**src/rtl/blob_src_streamer_pkg.sv**
```systemverilog
// Shared constants and types for the blob source streamer: word width,
// FIFO entry layout and pool1 input geometry.
package blob_src_streamer_pkg;

    localparam int unsigned BLOB_DW = 16;

    localparam int unsigned POOL1_W = 24;
    localparam int unsigned POOL1_H = 24;
    localparam int unsigned POOL1_C = 4;

    // Prefetch FIFO entry: end-of-frame flag above the data word
    typedef struct packed {
        logic               eop;
        logic [BLOB_DW-1:0] data;
    } blob_entry_t;

    localparam int unsigned BLOB_ENTRY_W = $bits(blob_entry_t);

    typedef enum logic [1:0] {
        ST_IDLE = 2'd0,
        ST_RUN  = 2'd1,
        ST_DONE = 2'd2
    } src_state_e;

endpackage

```
**src/rtl/interlayer_sync_fifo.sv**
```systemverilog
// Small synchronous FIFO with a combinational head (first-word fall-through)
// and an occupancy count, used between layers and as a prefetch buffer.
module interlayer_sync_fifo #(
    parameter int unsigned AW = 2,
    parameter int unsigned DW = 17
) (
    input  logic          clk,
    input  logic          rst_n,
    input  logic          wr_en,
    input  logic [DW-1:0] wr_data,
    input  logic          rd_en,
    output logic [DW-1:0] rd_data,
    output logic          empty,
    output logic [AW:0]   count
);

    localparam int unsigned DEPTH = 1 << AW;
    localparam int unsigned CW    = AW + 1;

    logic [DW-1:0] mem_q [DEPTH];
    logic [AW-1:0] wr_ptr_q, wr_ptr_d;
    logic [AW-1:0] rd_ptr_q, rd_ptr_d;
    logic [CW-1:0] cnt_q, cnt_d;
    logic          wr_ok, rd_ok;

    // Writes into a full FIFO and reads from an empty one are dropped
    always_comb begin
        wr_ok    = wr_en && (cnt_q != CW'(DEPTH));
        rd_ok    = rd_en && (cnt_q != '0);
        wr_ptr_d = wr_ptr_q + AW'(wr_ok);
        rd_ptr_d = rd_ptr_q + AW'(rd_ok);
        cnt_d    = cnt_q + CW'(wr_ok) - CW'(rd_ok);
    end

    always_ff @(posedge clk or negedge rst_n) begin
        if (!rst_n) begin
            wr_ptr_q <= '0;
            rd_ptr_q <= '0;
            cnt_q    <= '0;
            for (int unsigned i = 0; i < DEPTH; i++) begin
                mem_q[i] <= '0;
            end
        end else begin
            wr_ptr_q <= wr_ptr_d;
            rd_ptr_q <= rd_ptr_d;
            cnt_q    <= cnt_d;
            if (wr_ok) begin
                mem_q[wr_ptr_q] <= wr_data;
            end
        end
    end

    assign rd_data = mem_q[rd_ptr_q];
    assign empty   = (cnt_q == '0);
    assign count   = cnt_q;

endmodule

```
**src/rtl/blob_src_streamer.sv**
```systemverilog
// Streams a DB_C x DB_H x DB_W feature map from a synchronous-read buffer RAM
// onto the interlayer blob port, prefetching through a small credit-limited FIFO.
module blob_src_streamer
    import blob_src_streamer_pkg::*;
#(
    parameter int unsigned DB_W    = POOL1_W,
    parameter int unsigned DB_H    = POOL1_H,
    parameter int unsigned DB_C    = POOL1_C,
    parameter int unsigned DW      = BLOB_DW,
    parameter int unsigned ADDR_W  = 12,
    parameter int unsigned FIFO_AW = 2
) (
    input  logic              clk,
    input  logic              rst,
    input  logic              start,
    input  logic [ADDR_W-1:0] base_addr,
    output logic              busy,
    output logic              done,
    output logic              mem_rd_en,
    output logic [ADDR_W-1:0] mem_rd_addr,
    input  logic [DW-1:0]     mem_rd_data,
    input  logic              blob_dout_rdy,
    output logic              blob_dout_en,
    output logic              blob_dout_eop,
    output logic [DW-1:0]     blob_dout
);

    localparam int unsigned N          = DB_W * DB_H * DB_C;
    localparam int unsigned CNT_W      = $clog2(N + 1);
    localparam int unsigned FIFO_DEPTH = 1 << FIFO_AW;
    localparam int unsigned UW         = FIFO_AW + 2;
    localparam logic [CNT_W-1:0] LAST  = CNT_W'(N - 1);

    src_state_e        state_q, state_d;
    logic [ADDR_W-1:0] base_q, base_d;
    logic [CNT_W-1:0]  rd_cnt_q, rd_cnt_d;
    logic [CNT_W-1:0]  tx_cnt_q, tx_cnt_d;
    logic              rd_en_q, rd_en_d;
    logic [ADDR_W-1:0] rd_addr_q, rd_addr_d;
    logic              wr_en_q, wr_en_d;
    logic              wr_eop_q, wr_eop_d;
    logic              busy_q, busy_d;
    logic              done_q, done_d;

    logic [DW:0]       fifo_rd_data;
    logic              fifo_empty;
    logic [FIFO_AW:0]  fifo_cnt;
    logic              pop_c;
    logic [UW-1:0]     used_nxt;

    assign pop_c = blob_dout_rdy & ~fifo_empty;

    // Next-state, counters and read issue. The read strobe is registered, so the
    // credit test looks at next cycle's occupancy plus the read landing then.
    always_comb begin
        state_d  = state_q;
        base_d   = base_q;
        rd_cnt_d = rd_cnt_q + CNT_W'(rd_en_q);
        tx_cnt_d = tx_cnt_q + CNT_W'(pop_c);
        wr_en_d  = rd_en_q;
        wr_eop_d = rd_en_q && (rd_cnt_q == LAST);
        used_nxt = UW'(fifo_cnt) + UW'(wr_en_q) - UW'(pop_c);

        case (state_q)
            ST_IDLE: begin
                if (start) begin
                    state_d  = ST_RUN;
                    base_d   = base_addr;
                    rd_cnt_d = '0;
                    tx_cnt_d = '0;
                end
            end
            ST_RUN: begin
                if (pop_c && (tx_cnt_q == LAST)) begin
                    state_d = ST_DONE;
                end
            end
            ST_DONE: state_d = ST_IDLE;
            default: state_d = ST_IDLE;
        endcase

        rd_en_d   = (state_d == ST_RUN) && (rd_cnt_d < CNT_W'(N))
                    && ((used_nxt + UW'(rd_en_q)) < UW'(FIFO_DEPTH));
        rd_addr_d = rd_en_d ? (base_d + ADDR_W'(rd_cnt_d)) : rd_addr_q;
        busy_d    = (state_d == ST_RUN);
        done_d    = (state_d == ST_DONE);
    end

    always_ff @(posedge clk or negedge rst) begin
        if (!rst) begin
            state_q   <= ST_IDLE;
            base_q    <= '0;
            rd_cnt_q  <= '0;
            tx_cnt_q  <= '0;
            rd_en_q   <= 1'b0;
            rd_addr_q <= '0;
            wr_en_q   <= 1'b0;
            wr_eop_q  <= 1'b0;
            busy_q    <= 1'b0;
            done_q    <= 1'b0;
        end else begin
            state_q   <= state_d;
            base_q    <= base_d;
            rd_cnt_q  <= rd_cnt_d;
            tx_cnt_q  <= tx_cnt_d;
            rd_en_q   <= rd_en_d;
            rd_addr_q <= rd_addr_d;
            wr_en_q   <= wr_en_d;
            wr_eop_q  <= wr_eop_d;
            busy_q    <= busy_d;
            done_q    <= done_d;
        end
    end

    interlayer_sync_fifo #(
        .AW (FIFO_AW),
        .DW (DW + 1)
    ) u_prefetch_fifo (
        .clk     (clk),
        .rst_n   (rst),
        .wr_en   (wr_en_q),
        .wr_data ({wr_eop_q, mem_rd_data}),
        .rd_en   (pop_c),
        .rd_data (fifo_rd_data),
        .empty   (fifo_empty),
        .count   (fifo_cnt)
    );

    assign busy          = busy_q;
    assign done          = done_q;
    assign mem_rd_en     = rd_en_q;
    assign mem_rd_addr   = rd_addr_q;
    assign blob_dout_en  = pop_c;
    assign blob_dout_eop = pop_c & fifo_rd_data[DW];
    assign blob_dout     = fifo_rd_data[DW-1:0];

endmodule

```
**config.mk**
```make
export PLATFORM = sky130hd
export DESIGN_NAME = blob_src_streamer
export DESIGN_NICKNAME = d
export VERILOG_FILES = /design/src/rtl/blob_src_streamer_pkg.sv /design/src/rtl/interlayer_sync_fifo.sv /design/src/rtl/blob_src_streamer.sv
export SDC_FILE = /design/constraint.sdc
export NUM_CORES = 1
export LEC_CHECK = 0
export CAP_MARGIN = 20
export CORE_ASPECT_RATIO = 0.8
export CORE_MARGIN = 2
export CORE_UTILIZATION = 30
export CTS_CLUSTER_SIZE = 25
export DETAILED_ROUTE_END_ITERATION = 7
export GPL_ROUTABILITY_DRIVEN = 0
export SLEW_MARGIN = 20
export SYNTH_ARGS = -nofsm -noshare
export SYNTH_HDL_FRONTEND = slang
export SYNTH_SLANG_ARGS = --single-unit
```
**constraint.sdc**
```tcl
create_clock -name clk -period 3.7 [get_ports clk]
set_input_delay 0.555 -clock clk [delete_from_list [all_inputs] [get_ports clk]]
set_output_delay 0.555 -clock clk [all_outputs]
set_load 0.05 [all_outputs]
```
==> results.cfg, run 1 <==
[timing]
timing.fmax_mhz = 298
report.final.slew_viol_count = 0
slew_headroom_pct = 26.9
report.final.setup_viol = 0
finalCriticalPeriod_ps = 3350
final.hold.worst_slack_ps = 229
layout_worst_path_cycle_share_pct = 90.6
post-route-worst-setup-slack_ps = 346
final.setup_skew_ps = 11.3
total_count_of_hold_check_failures_in_the_final_report = 0
grt_setup_unrepaired = false
actual_transition_at_the_worst_max_transition_pin_ps = 1090

[power_and_ir_drop]
power_per_cell_area_nw_per_um2 = 1010
finalPower_w = 0.00797
total_leakage_power_nw = 3.42
vdd.ir_drop.worst_v = 0.000672

[grt]
grt_start_max_net_pins = 70
antenna_found_initial = 0
groute.usage.overall_pct = 12.7
first_global_vias = 4178
global_route.overflow_total = 0
wire_length_of_the_first_global_routing_pass_um = 21500

[floorplanning]
floorplan.die.height_um = 132
num_io_pins = 65
die_boundary_width_um = 164
initial_core_util_pct = 30.9
die_footprint_um2 = 21700
rows = 46
core_um2 = 20000

[worst_setup_path]
cp-start-kind = flip-flop
cp_data_arrival_time_ps = 3660
r2r.worst_path.cells = 12
regToRegStartpoint = rd_cnt_q[0]
worst-path-max-fanout = 6
critPathKind = flip-flop to flip-flop
rrSetupSlack_ps = 350
end_kind = flip-flop
worstPathRequired_ps = 4000
critical_path.reg2reg.endpoint = mem_rd_addr[9]

[yosys]
synthesis.area_um2 = 6160
synth.yosys.warnings = 0
synth-seq-area-share_pct = 52.8
postSynthNetCount = 517
netlist-cell-type-count = 47
postSynthAreaPerCell_um2 = 13.5
postSynthCellCount = 458
ys_seq_elements = 130
ys_dominant_reg_cell = sky130_fd_sc_hd__dfrtp_1
number_of_enable_flip_flop_cells_after_synthesis = 0
async_flop_share_pct = 100

[layout]
finish.net_count = 605
final_cells = 823
mostFrequentLayoutCell = sky130_fd_sc_hd__dfrtp_1
area_growth_pct = 28.3
antenna-diode-count = 0
final.fill_count = 1858
mostFrequentLayoutCells = sky130_fd_sc_hd__dfrtp_1, sky130_fd_sc_hd__mux2_2, sky130_fd_sc_hd__clkdlybuf4s50_1, sky130_fd_sc_hd__nor2_1, sky130_fd_sc_hd__ha_1
share_of_cells_above_drive_strength_1_pct = 30.6

[placement]
hpwl_reported_at_the_end_of_detailed_placement_um = 8950
preCtsSetupSlack_ps = -0.183
port_buffers = 64
placed_cells = 791

[detailed_routing]
first_iteration_detailed_routing_drc_count = 228
avgViaCountPerCell = 4.71
routed-via-count = 3878
ant_nets = 0
drc_errors = 0
routed_wire_length_um = 13000
firstDrtPassIters = 4
route.detailed.wl_per_inst_um = 15.7

[cts]
clk_path_buf_depth = 2
cts.root.buffer_cell = sky130_fd_sc_hd__clkbuf_16
clock_latency_ps = 410
ctsHoldBuffers = 0
tritoncts = built
setup_repair_bufs_after_cts = 0
clkSlewWorstSetupHoldPaths_ps = 70
post_cts_resized = 0
htree_num_levels = 4
tritoncts_num_sinks = 130
cts_inserted_buffers = 17

[worst_hold_path]
min-delay-path-class = input pin to async pin

[run_status]
status = finished clean

[run]
max_cap_violations = 0
-- cell usage after synthesis, drive strengths merged (2+ instances only) --
master	n	share of area, %
nor2	29	1.8
a211oi	2	0.24
clkbuf	11	0.67
nor4	4	0.41
mux2	90	17
xnor2	14	2.0
a21oi	12	1.0
o31ai	3	0.37
nand4	5	0.61
mux2i	2	0.32
dfrtp	130	53
mux4	17	6.2
nor2b	5	0.51
or3	4	0.53
nand3	11	0.89
a21o	4	0.49
xor2	13	1.8
nor3	6	0.49
o21ai	10	0.81
fa	2	0.65
buf	3	0.45
inv	17	1.1
ha	25	5.1
and3	5	0.51
nor3b	4	0.49
nand2	16	0.97
-- where the power goes --
group / internal, W / switching (W) / total [W]
clock network: 0.00122 / 0.000680 / 0.00190
logic: 0.00174 / 0.00198 / 0.00371
registers: 0.00202 / 0.000334 / 0.00235
-- worst max-delay path: stages (launching register included) --
cell and delay, ps:
sky130_fd_sc_hd__dfrtp_1 350, sky130_fd_sc_hd__ha_1 190, sky130_fd_sc_hd__ha_1 230, sky130_fd_sc_hd__nand4_2 180
sky130_fd_sc_hd__or3_2 510, sky130_fd_sc_hd__a21oi_2 220, sky130_fd_sc_hd__ha_1 280, sky130_fd_sc_hd__and4_1 210
sky130_fd_sc_hd__a221oi_1 220, sky130_fd_sc_hd__o21ai_0 160, sky130_fd_sc_hd__or2_2 310, sky130_fd_sc_hd__xor2_1 140
sky130_fd_sc_hd__mux2_4 250
-- cell type report --
| class | instances | area (um^2) | area share, % |
|---|---|---|---|
| clock buffers | 17 | 425 | 5.38 |
| clock inverters | 15 | 244 | 3.09 |
| inverters | 17 | 66.3 | 0.839 |
| multi-input cells | 297 | 2790 | 35.3 |
| flip-flops and latches | 130 | 3250 | 41.1 |
| well taps | 264 | 330 | 4.18 |
| repair buffers | 83 | 793 | 10.0 |
-- sequential cells by signal (all words and copies together), names as in the netlist, 2 cells and up --
signal	flops
mem_rd_addr	12
state_q	2
u_prefetch_fifo.rd_ptr_q	2
u_prefetch_fifo.wr_ptr_q	2
u_prefetch_fifo.count	3
tx_cnt_q	12
rd_cnt_q	12
base_q	12
u_prefetch_fifo.mem_q	68
-- routing by layer --
metal / global-route usage (%) / part of all wire [%] / up-vias
met5: 0 / 0 / -
met3: 3.15 / 3.5 / 10
met4: 3.90 / 1.1 / 0
met1: 16.7 / 47 / 1976
li1: - / - / 1825
met2: 20.7 / 48 / 67
-- how the worst max path moves through the flow --
stage | to | depth (start not counted) | slack (ps) | from
global placement | mem_rd_addr[10] | 12 | -20 | start
finish | mem_rd_addr[9] | 12 | 350 | rd_cnt_q[0]
CTS | mem_rd_addr[9] | 12 | 220 | rd_cnt_q[0]
global route | mem_rd_addr[11] | 13 | 80 | rd_cnt_q[0]
floorplan | mem_rd_addr[9] | 12 | 70 | mem_rd_en
detailed placement | mem_rd_addr[10] | 12 | -0.2 | start
-- logic make-up after synthesis --
logic type	share of synthesized area, %
XOR/XNOR	3.84
AND/OR/NAND/NOR	8.10
adder cells (fa/ha/maj)	5.72
buffers and inverters	2.19
multiplexers	23.5
flip-flops	52.8
AO/OA/AOI/OAI	3.86
-- stage by stage --
step           util (%)  TNS (ps)  instance area, um^2
2_1_floorplan         -         0                 6170
3_3_place_gp       36.2     -19.5                 7230
3_5_place_dp       36.2    -0.183                 7230
4_1_cts            39.6         0                 7900
5_1_grt            39.6         0                 7910
6_report           39.6         0                 7910
Note: power is estimated with default switching activity, not from simulation.
==> run 2, diff against run 1 <==
--- a/config.mk
+++ b/config.mk
@@ -5,6 +5,7 @@
 export SDC_FILE = /design/constraint.sdc
 export NUM_CORES = 1
 export LEC_CHECK = 0
+export ABC_CLOCK_PERIOD_IN_PS = 3700
 export CAP_MARGIN = 20
 export CORE_ASPECT_RATIO = 0.8
 export CORE_MARGIN = 2
==> results of run 2 <==
No change in the layout: final DEF, timing and power equal those of run 1.
